### config.mk
export PLATFORM = sky130hd
export DESIGN_NAME = pe_row_sequencer_flat
export DESIGN_NICKNAME = d
export VERILOG_FILES = /design/src/rtl/pe_row_sequencer_pkg.sv /design/src/rtl/pe_row_sequencer_if.sv /design/src/rtl/pe_row_sequencer.sv /design/src/flat_wrapper.sv
export SDC_FILE = /design/constraint.sdc
export NUM_CORES = 1
export LEC_CHECK = 0
export CAP_MARGIN = 5
export CORE_AREA = 3 3 230 232
export DETAILED_ROUTE_END_ITERATION = 6
export DIE_AREA = 0 0 233 235
export MAX_ROUTING_LAYER = met4
export PLACE_DENSITY = 0.84
export SLEW_MARGIN = 20
export SYNTH_ARGS = -nofsm -noshare
export SYNTH_HDL_FRONTEND = slang
export SYNTH_SLANG_ARGS = --single-unit
### constraint.sdc
create_clock -name clk -period 18.8 [get_ports clk]
set_input_delay 1.88 -clock clk [delete_from_list [all_inputs] [get_ports clk]]
set_output_delay 1.88 -clock clk [all_outputs]
set_load 0.005 [all_outputs]
### src/rtl/pe_row_sequencer_pkg.sv
// Shared types and helpers for the oBTC PE row sequencer (package obtc_pkg).
// Build option OBTC_HEAVYHASH_POST_EN is handled in pe_row_sequencer.sv.
package obtc_pkg;

  localparam int NIBBLE_W    = 4;
  localparam int PE_OUT_W    = 14;
  localparam int MAX_DATA_W  = 1024;
  localparam int MAX_SLICE_W = 64;

  typedef enum logic [2:0] {
    IDLE,
    LOAD,
    CLR,
    GAP,
    STREAM,
    DRAIN,
    OUT
  } seq_state_t;

  // Beat k of a nibble-packed word: nibbles [k*wcount, (k+1)*wcount), lowest nibble first.
  function automatic logic [MAX_SLICE_W-1:0] beat_slice(input logic [MAX_DATA_W-1:0] data,
                                                        input int unsigned k,
                                                        input int unsigned wcount);
    logic [MAX_DATA_W-1:0] shifted;
    shifted = data >> (k * wcount * NIBBLE_W);
    return shifted[MAX_SLICE_W-1:0] & ~({MAX_SLICE_W{1'b1}} << (wcount * NIBBLE_W));
  endfunction

endpackage

### src/rtl/pe_row_sequencer_if.sv
// Bus bundle between the row sequencer (master) and its buffers, PE and result sink (slave).
// Build option OBTC_HEAVYHASH_POST_EN does not change this bundle.
interface pe_row_sequencer_if
  import obtc_pkg::*;
#(
    parameter int WCOUNT = 4,
    parameter int VLEN   = 64,
    parameter int ROWS   = 64
);
  localparam int ROW_W = (ROWS > 1) ? $clog2(ROWS) : 1;

  // All handshakes: a transfer happens on a rising edge where valid && ready; valid and
  // its data stay stable until that edge, and ready never depends on valid.
  logic                       vec_valid;
  logic                       vec_ready;
  logic [VLEN*NIBBLE_W-1:0]   vec_data;
  logic                       row_valid;
  logic                       row_ready;
  logic [VLEN*NIBBLE_W-1:0]   row_data;
  logic [WCOUNT*NIBBLE_W-1:0] pe_M;
  logic [WCOUNT*NIBBLE_W-1:0] pe_X;
  logic                       pe_en;
  logic                       pe_clr;
  logic [PE_OUT_W-1:0]        pe_out;
  logic                       res_valid;
  logic                       res_ready;
  logic [PE_OUT_W-1:0]        res_data;
  logic [ROW_W-1:0]           res_row;
  logic                       done;
  seq_state_t                 dbg_state;

  modport master (
    input  vec_valid, vec_data, row_valid, row_data, pe_out, res_ready,
    output vec_ready, row_ready, pe_M, pe_X, pe_en, pe_clr,
           res_valid, res_data, res_row, done, dbg_state
  );

  modport slave (
    output vec_valid, vec_data, row_valid, row_data, pe_out, res_ready,
    input  vec_ready, row_ready, pe_M, pe_X, pe_en, pe_clr,
           res_valid, res_data, res_row, done, dbg_state
  );

endinterface

### src/rtl/pe_row_sequencer.sv
// Streams one matrix row and the SHA3 vector into a PE, drains it, and returns the row dot-product.
// Define OBTC_HEAVYHASH_POST_EN to return only the HeavyHash 4-bit product (pe_out >> 10).
module pe_row_sequencer
  import obtc_pkg::*;
#(
    parameter int WCOUNT = 4,
    parameter int VLEN   = 64,
    parameter int ROWS   = 64,
    parameter int PE_LAT = 3
) (
    input logic               clk,
    input logic               rst,
    pe_row_sequencer_if.master bus
);
  localparam int BEATS   = VLEN / WCOUNT;
  localparam int BEAT_W  = WCOUNT * NIBBLE_W;
  localparam int DATA_W  = VLEN * NIBBLE_W;
  localparam int CNT_MAX = (BEATS > PE_LAT) ? BEATS : PE_LAT;
  localparam int CNT_W   = (CNT_MAX > 1) ? $clog2(CNT_MAX) : 1;
  localparam int ROW_W   = (ROWS > 1) ? $clog2(ROWS) : 1;

  localparam logic [CNT_W-1:0] LAST_BEAT  = CNT_W'(BEATS - 1);
  localparam logic [CNT_W-1:0] LAST_DRAIN = CNT_W'(PE_LAT - 1);
  localparam logic [ROW_W-1:0] LAST_ROW   = ROW_W'(ROWS - 1);

  seq_state_t          state, next_state;
  logic [DATA_W-1:0]   vec_q, row_q;
  logic [CNT_W-1:0]    beat_cnt;
  logic [ROW_W-1:0]    row_cnt;
  logic [PE_OUT_W-1:0] res_q, res_cap;
  logic                cap_done, done_q;
  logic                vec_fire, row_fire, res_fire;
  logic [BEAT_W-1:0]   m_beat, x_beat;

  assign vec_fire = bus.vec_valid && (state == IDLE);
  assign row_fire = bus.row_valid && (state == LOAD);
  assign res_fire = bus.res_ready && (state == OUT) && cap_done;

  assign m_beat = BEAT_W'(beat_slice(MAX_DATA_W'(row_q), 32'(beat_cnt), 32'(WCOUNT)));
  assign x_beat = BEAT_W'(beat_slice(MAX_DATA_W'(vec_q), 32'(beat_cnt), 32'(WCOUNT)));

`ifdef OBTC_HEAVYHASH_POST_EN
  assign res_cap = {{(PE_OUT_W - NIBBLE_W){1'b0}}, bus.pe_out[PE_OUT_W-1 -: NIBBLE_W]};
`else
  assign res_cap = bus.pe_out;
`endif

  always_ff @(posedge clk or posedge rst) begin
    if (rst) state <= IDLE;
    else     state <= next_state;
  end

  always_comb begin
    next_state = state;
    case (state)
      IDLE:    if (bus.vec_valid) next_state = LOAD;
      LOAD:    if (bus.row_valid) next_state = CLR;
      CLR:     next_state = GAP;
      GAP:     next_state = STREAM;
      STREAM:  if (beat_cnt == LAST_BEAT) next_state = DRAIN;
      DRAIN:   if (beat_cnt == LAST_DRAIN) next_state = OUT;
      OUT:     if (res_fire) next_state = (row_cnt == LAST_ROW) ? IDLE : LOAD;
      default: next_state = IDLE;
    endcase
  end

  // pe_out only holds the final sum after the last drain edge, so the first OUT cycle
  // is spent capturing it and res_valid rises one edge later.
  always_ff @(posedge clk or posedge rst) begin
    if (rst) begin
      vec_q    <= '0;
      row_q    <= '0;
      beat_cnt <= '0;
      row_cnt  <= '0;
      res_q    <= '0;
      cap_done <= 1'b0;
      done_q   <= 1'b0;
    end else begin
      done_q <= 1'b0;
      if (vec_fire) vec_q <= bus.vec_data;
      if (row_fire) row_q <= bus.row_data;
      if (state == STREAM)     beat_cnt <= (beat_cnt == LAST_BEAT)  ? '0 : beat_cnt + 1'b1;
      else if (state == DRAIN) beat_cnt <= (beat_cnt == LAST_DRAIN) ? '0 : beat_cnt + 1'b1;
      else                     beat_cnt <= '0;
      if ((state == OUT) && !cap_done) begin
        res_q    <= res_cap;
        cap_done <= 1'b1;
      end
      if (res_fire) begin
        cap_done <= 1'b0;
        if (row_cnt == LAST_ROW) begin
          row_cnt <= '0;
          done_q  <= 1'b1;
        end else begin
          row_cnt <= row_cnt + 1'b1;
        end
      end
    end
  end

  always_comb begin
    bus.vec_ready = 1'b0;
    bus.row_ready = 1'b0;
    bus.pe_en     = 1'b0;
    bus.pe_clr    = 1'b0;
    bus.pe_M      = '0;
    bus.pe_X      = '0;
    case (state)
      IDLE:   bus.vec_ready = 1'b1;
      LOAD:   bus.row_ready = 1'b1;
      CLR:    bus.pe_clr    = 1'b1;
      STREAM: begin
        bus.pe_en = 1'b1;
        bus.pe_M  = m_beat;
        bus.pe_X  = x_beat;
      end
      DRAIN:  bus.pe_en = 1'b1;
      default: ;
    endcase
  end

  assign bus.res_valid = (state == OUT) && cap_done;
  assign bus.res_data  = res_q;
  assign bus.res_row   = row_cnt;
  assign bus.done      = done_q;
  assign bus.dbg_state = state;

endmodule

### src/flat_wrapper.sv
// flat-port wrapper written by rule: the top's interface ports become plain ports
module pe_row_sequencer_flat import obtc_pkg::*;
#(
    parameter int WCOUNT = 4,
    parameter int VLEN   = 64,
    parameter int ROWS   = 64,
    parameter int PE_LAT = 3
)
  (clk, rst, bus_vec_valid, bus_vec_data, bus_row_valid, bus_row_data, bus_pe_out, bus_res_ready, bus_vec_ready, bus_row_ready, bus_pe_M, bus_pe_X, bus_pe_en, bus_pe_clr, bus_res_valid, bus_res_data, bus_res_row, bus_done, bus_dbg_state);
  pe_row_sequencer_if #(.WCOUNT(WCOUNT), .VLEN(VLEN), .ROWS(ROWS)) bus_i ();
  input logic clk;
  input logic rst;
  input wire logic [$bits(bus_i.vec_valid)-1:0] bus_vec_valid;
  input wire logic [$bits(bus_i.vec_data)-1:0] bus_vec_data;
  input wire logic [$bits(bus_i.row_valid)-1:0] bus_row_valid;
  input wire logic [$bits(bus_i.row_data)-1:0] bus_row_data;
  input wire logic [$bits(bus_i.pe_out)-1:0] bus_pe_out;
  input wire logic [$bits(bus_i.res_ready)-1:0] bus_res_ready;
  output wire logic [$bits(bus_i.vec_ready)-1:0] bus_vec_ready;
  output wire logic [$bits(bus_i.row_ready)-1:0] bus_row_ready;
  output wire logic [$bits(bus_i.pe_M)-1:0] bus_pe_M;
  output wire logic [$bits(bus_i.pe_X)-1:0] bus_pe_X;
  output wire logic [$bits(bus_i.pe_en)-1:0] bus_pe_en;
  output wire logic [$bits(bus_i.pe_clr)-1:0] bus_pe_clr;
  output wire logic [$bits(bus_i.res_valid)-1:0] bus_res_valid;
  output wire logic [$bits(bus_i.res_data)-1:0] bus_res_data;
  output wire logic [$bits(bus_i.res_row)-1:0] bus_res_row;
  output wire logic [$bits(bus_i.done)-1:0] bus_done;
  output wire logic [$bits(bus_i.dbg_state)-1:0] bus_dbg_state;
  assign bus_i.vec_valid = bus_vec_valid;
  assign bus_i.vec_data = bus_vec_data;
  assign bus_i.row_valid = bus_row_valid;
  assign bus_i.row_data = bus_row_data;
  assign bus_i.pe_out = bus_pe_out;
  assign bus_i.res_ready = bus_res_ready;
  assign bus_vec_ready = bus_i.vec_ready;
  assign bus_row_ready = bus_i.row_ready;
  assign bus_pe_M = bus_i.pe_M;
  assign bus_pe_X = bus_i.pe_X;
  assign bus_pe_en = bus_i.pe_en;
  assign bus_pe_clr = bus_i.pe_clr;
  assign bus_res_valid = bus_i.res_valid;
  assign bus_res_data = bus_i.res_data;
  assign bus_res_row = bus_i.res_row;
  assign bus_done = bus_i.done;
  assign bus_dbg_state = bus_i.dbg_state;
  pe_row_sequencer #(.WCOUNT(WCOUNT), .VLEN(VLEN), .ROWS(ROWS), .PE_LAT(PE_LAT)) u_core (.clk(clk), .rst(rst), .bus(bus_i));
endmodule
==> out/results.ini <==
[grt]
busiest_layer = met2
grt_use_met1_pct = 29.2
grt_usage_pct = 26.3
grt_max_degree = 180
grt_pass1_wl_um = 104000
gr-usage-met3_pct = 7.49
met2_usage_pct = 43.7
antenna_found_initial = 30
grt_pass1_vias = 17100
grt_overflow = 0

[setup_path]
required_ns = 16.92
cp_common_cell = buf_4
reg2reg_from = u_core.bus.dbg_state[0]$_DFFE_PP0P_
cp_max_fo = 35
cp-end-kind = output port
setup.worst_path.start_class = flop
critPathArrivalTime_ns = 4.44
slowest_stage = dfrtp_4
critical_path_class = flop to output port
r2r_slack_ns = 15.38
critPathMaxStageDelay_ns = 0.89
path_cells = buf_4, buf_4, mux4_2, a22oi_1, nand2_1, clkdlybuf4s50_1
r2r_cells = 5
worstSetupStartpoint = u_core.beat_cnt[0]$_DFF_PP0_
r2r-end = u_core.row_q[144]$_DFFE_PP0P_
crit_end = bus_pe_M[9]

[sta]
skew_ns = 0.00882
setup_ws_ns = 12.48
finalHoldViolations = 0
finalCriticalPeriod_ns = 6.32
tightest_slew_ns = 1.08
fmax_mhz = 158
finalSetupTns_ns = 0
final-setup-viol-count = 0
slew_viol_final = 0
max_slew_margin_pct = 28.1
post-route-period-util_pct = 33.6
holdWs_ns = 0.481
rsz0062_at_grt = no

[synthesis]
yosys-top-cells-area = dfrtp_1 56%, mux2_2 23%, mux4_2 12%, a22oi_1 1.7%, mux2_1 1.3%
synth-seq-cells = 541
yosys_warnings = 0
yosys-top-cells-count = 541 x dfrtp_1, 498 x mux2_2, 128 x mux4_2, 57 x buf_2, 54 x a22oi_1
async_flop_share_pct = 100
synthFlopType = dfrtp_1
yosys.area.top_type_share_pct = 56.3
synth_edf_count = 0
yosysMostFrequentCell = dfrtp_1
syn_inst = 1466
syn_area_um2 = 24000
ys_seq_area_share_pct = 56.3
syn_area_per_cell_um2 = 16.4
synth_cell_types = 41
synthesis.nets = 2000
yosysTopAreaCell = dfrtp_1

[die]
die_y_um = 235
die_w_um = 233
start_util_pct = 46.9
fp.dieArea_um2 = 54800
num_rows = 83
io_pins = 592
coreArea_um2 = 51200

[final_layout]
final_layout_size_suffix_gt1_share_pct = 36.5
layout.cells.non_filler = 2788
area_delta_synth_final_pct = 35.3
fin_nets = 2566
seq_area_um2 = 13500
design_area_um2 = 32500
multi_input_area_um2 = 9920
nFillCells = 3625

[power_and_ir_drop]
p_clk_share_pct = 23.5
intPower_w = 0.00363
switching_share_pct = 28.2
combPwrFrac_pct = 34.5
seq_power_share_pct = 42.0
ir_worst_vdd_v = 0.000104
p_per_area_nw_per_um2 = 156
p_leak_nw = 12.9
power.switching_w = 0.00143

[hold_path]
hold_class = flop to flop

[clock_network]
cts-htree-levels = 2
root_buffer = clkbuf_16
cts_resized = 0
hold_buffers = 0
clock_latency_ns = 0.58
cts_tree = built
cts_buffers = 56
cts.path.max_buffers = 3
clkTransAtPathRegs_ns = 0.06
post_cts_buffers = 0
clock_sinks = 541

[route]
via_per_inst = 5.49
avgRoutedWirePerCell_um = 25.3
wl_um = 70600
drtIter0Drc = 925
drc_errors = 0
antenna_left = 0
drt_first_pass_iters = 5
vias = 15300

[placement]
portBuffers = 591
pre_cts_ws_ns = 12.89
placed_cells = 2653
routabilityCongestion = 0.891
hpwl_um = 51500
dpl_cell_area_um2 = 30400

[outcome]
status = completed

[run]
maxCapViolCount = 0

==> sequential cells by signal (all words and copies together) (netlist names) <==
register / cells
u_core.bus.res_data: 14
u_core.bus.dbg_state: 3
u_core.vec_q: 256
u_core.row_q: 256
u_core.beat_cnt: 4
u_core.cap_done: 1
u_core.bus.done: 1
u_core.bus.res_row: 6
==> per-stage QoR <==
step,power (W),utilization (%)
after floorplan,0.00335,-
final,0.00506,63.5
after detailed placement,0.00389,59.4
after CTS,0.00510,63.3
after global placement,0.00379,59.4
after global routing,0.00533,63.5
==> power by group through the flow <==
stage                     Sequential, W  Clock, W  Combinational (W)
after floorplan                 0.00197         0            0.00138
after global placement          0.00210         0            0.00169
after detailed placement        0.00214         0            0.00175
after CTS                       0.00212   0.00121            0.00177
after global routing            0.00219   0.00126            0.00188
final                           0.00212   0.00119            0.00174
==> layer usage <==
layer / vias to the layer above / share of wire [%]
met3: 135 / 8.6
met5: - / 0
li1: 6683 / -
met1: 7889 / 36
met4: 0 / 4.5
met2: 607 / 51
==> cells in the final DEF, fill, tap and decap left out, types with 2 or more instances in the layout <==
cell,n
a21oi_1,4
a22oi_1,54
a22oi_2,10
and3_1,3
buf_12,2
buf_4,18
bufinv_16,9
clkbuf_1,11
clkbuf_16,57
clkbuf_8,14
clkdlybuf4s50_1,591
clkinv_2,7
clkinvlp_4,4
dfrtp_1,539
dfrtp_4,2
diode_2,31
ha_1,3
inv_1,3
mux2_1,28
mux2_2,498
mux4_2,128
nand2_1,42
nand2b_1,2
nand3_1,5
nand3b_1,4
nor2_1,6
nor2_2,2
nor3_1,3
nor3b_4,2
o21ai_0,3
or3_1,2
xnor2_1,2
==> cell type report <==
type,instances,area share [%]
Sequential cell,541,41.7
Antenna cell,31,0.239
Timing Repair Buffer,611,18.7
Clock buffer,82,5.11
Clock inverter,21,1.06
Tap cell,680,2.62
Multi-Input combinational cell,818,30.5
Inverter,4,0.0693
==> worst max-delay path: cells and delay by family (launching register included) <==
| family | cells | cell delay, ns |
|---|---|---|
| buf+inv | 3 | 1.66 |
| mux | 1 | 0.56 |
| flops | 1 | 0.89 |
| simple gates | 1 | 0.15 |
| compound gates | 1 | 0.51 |
==> how the worst min path moves through the flow <==
stage                                       start                       endpoint  cells after the start
global placement    u_core.vec_q[173]$_DFFE_PP0P_  u_core.vec_q[173]$_DFFE_PP0P_                      1
detailed placement  u_core.vec_q[173]$_DFFE_PP0P_  u_core.vec_q[173]$_DFFE_PP0P_                      1
floorplan           u_core.vec_q[166]$_DFFE_PP0P_  u_core.vec_q[166]$_DFFE_PP0P_                      1
global route        u_core.vec_q[166]$_DFFE_PP0P_  u_core.vec_q[166]$_DFFE_PP0P_                      1
finish              u_core.vec_q[173]$_DFFE_PP0P_  u_core.vec_q[173]$_DFFE_PP0P_                      1
CTS                 u_core.vec_q[166]$_DFFE_PP0P_  u_core.vec_q[166]$_DFFE_PP0P_                      1
==> logic make-up after synthesis <==
family	after synthesis	share of synthesized area [%]
buffers and inverters	107	2.50
adders and majority gates	3	0.156
DFF	541	56.3
xor gates and xnor gates	3	0.109
and+or+nand+nor	80	1.68
muxes	655	36.7
AOI/OAI and AO/OA	77	2.56
Note: power is estimated with default switching activity, not from simulation.
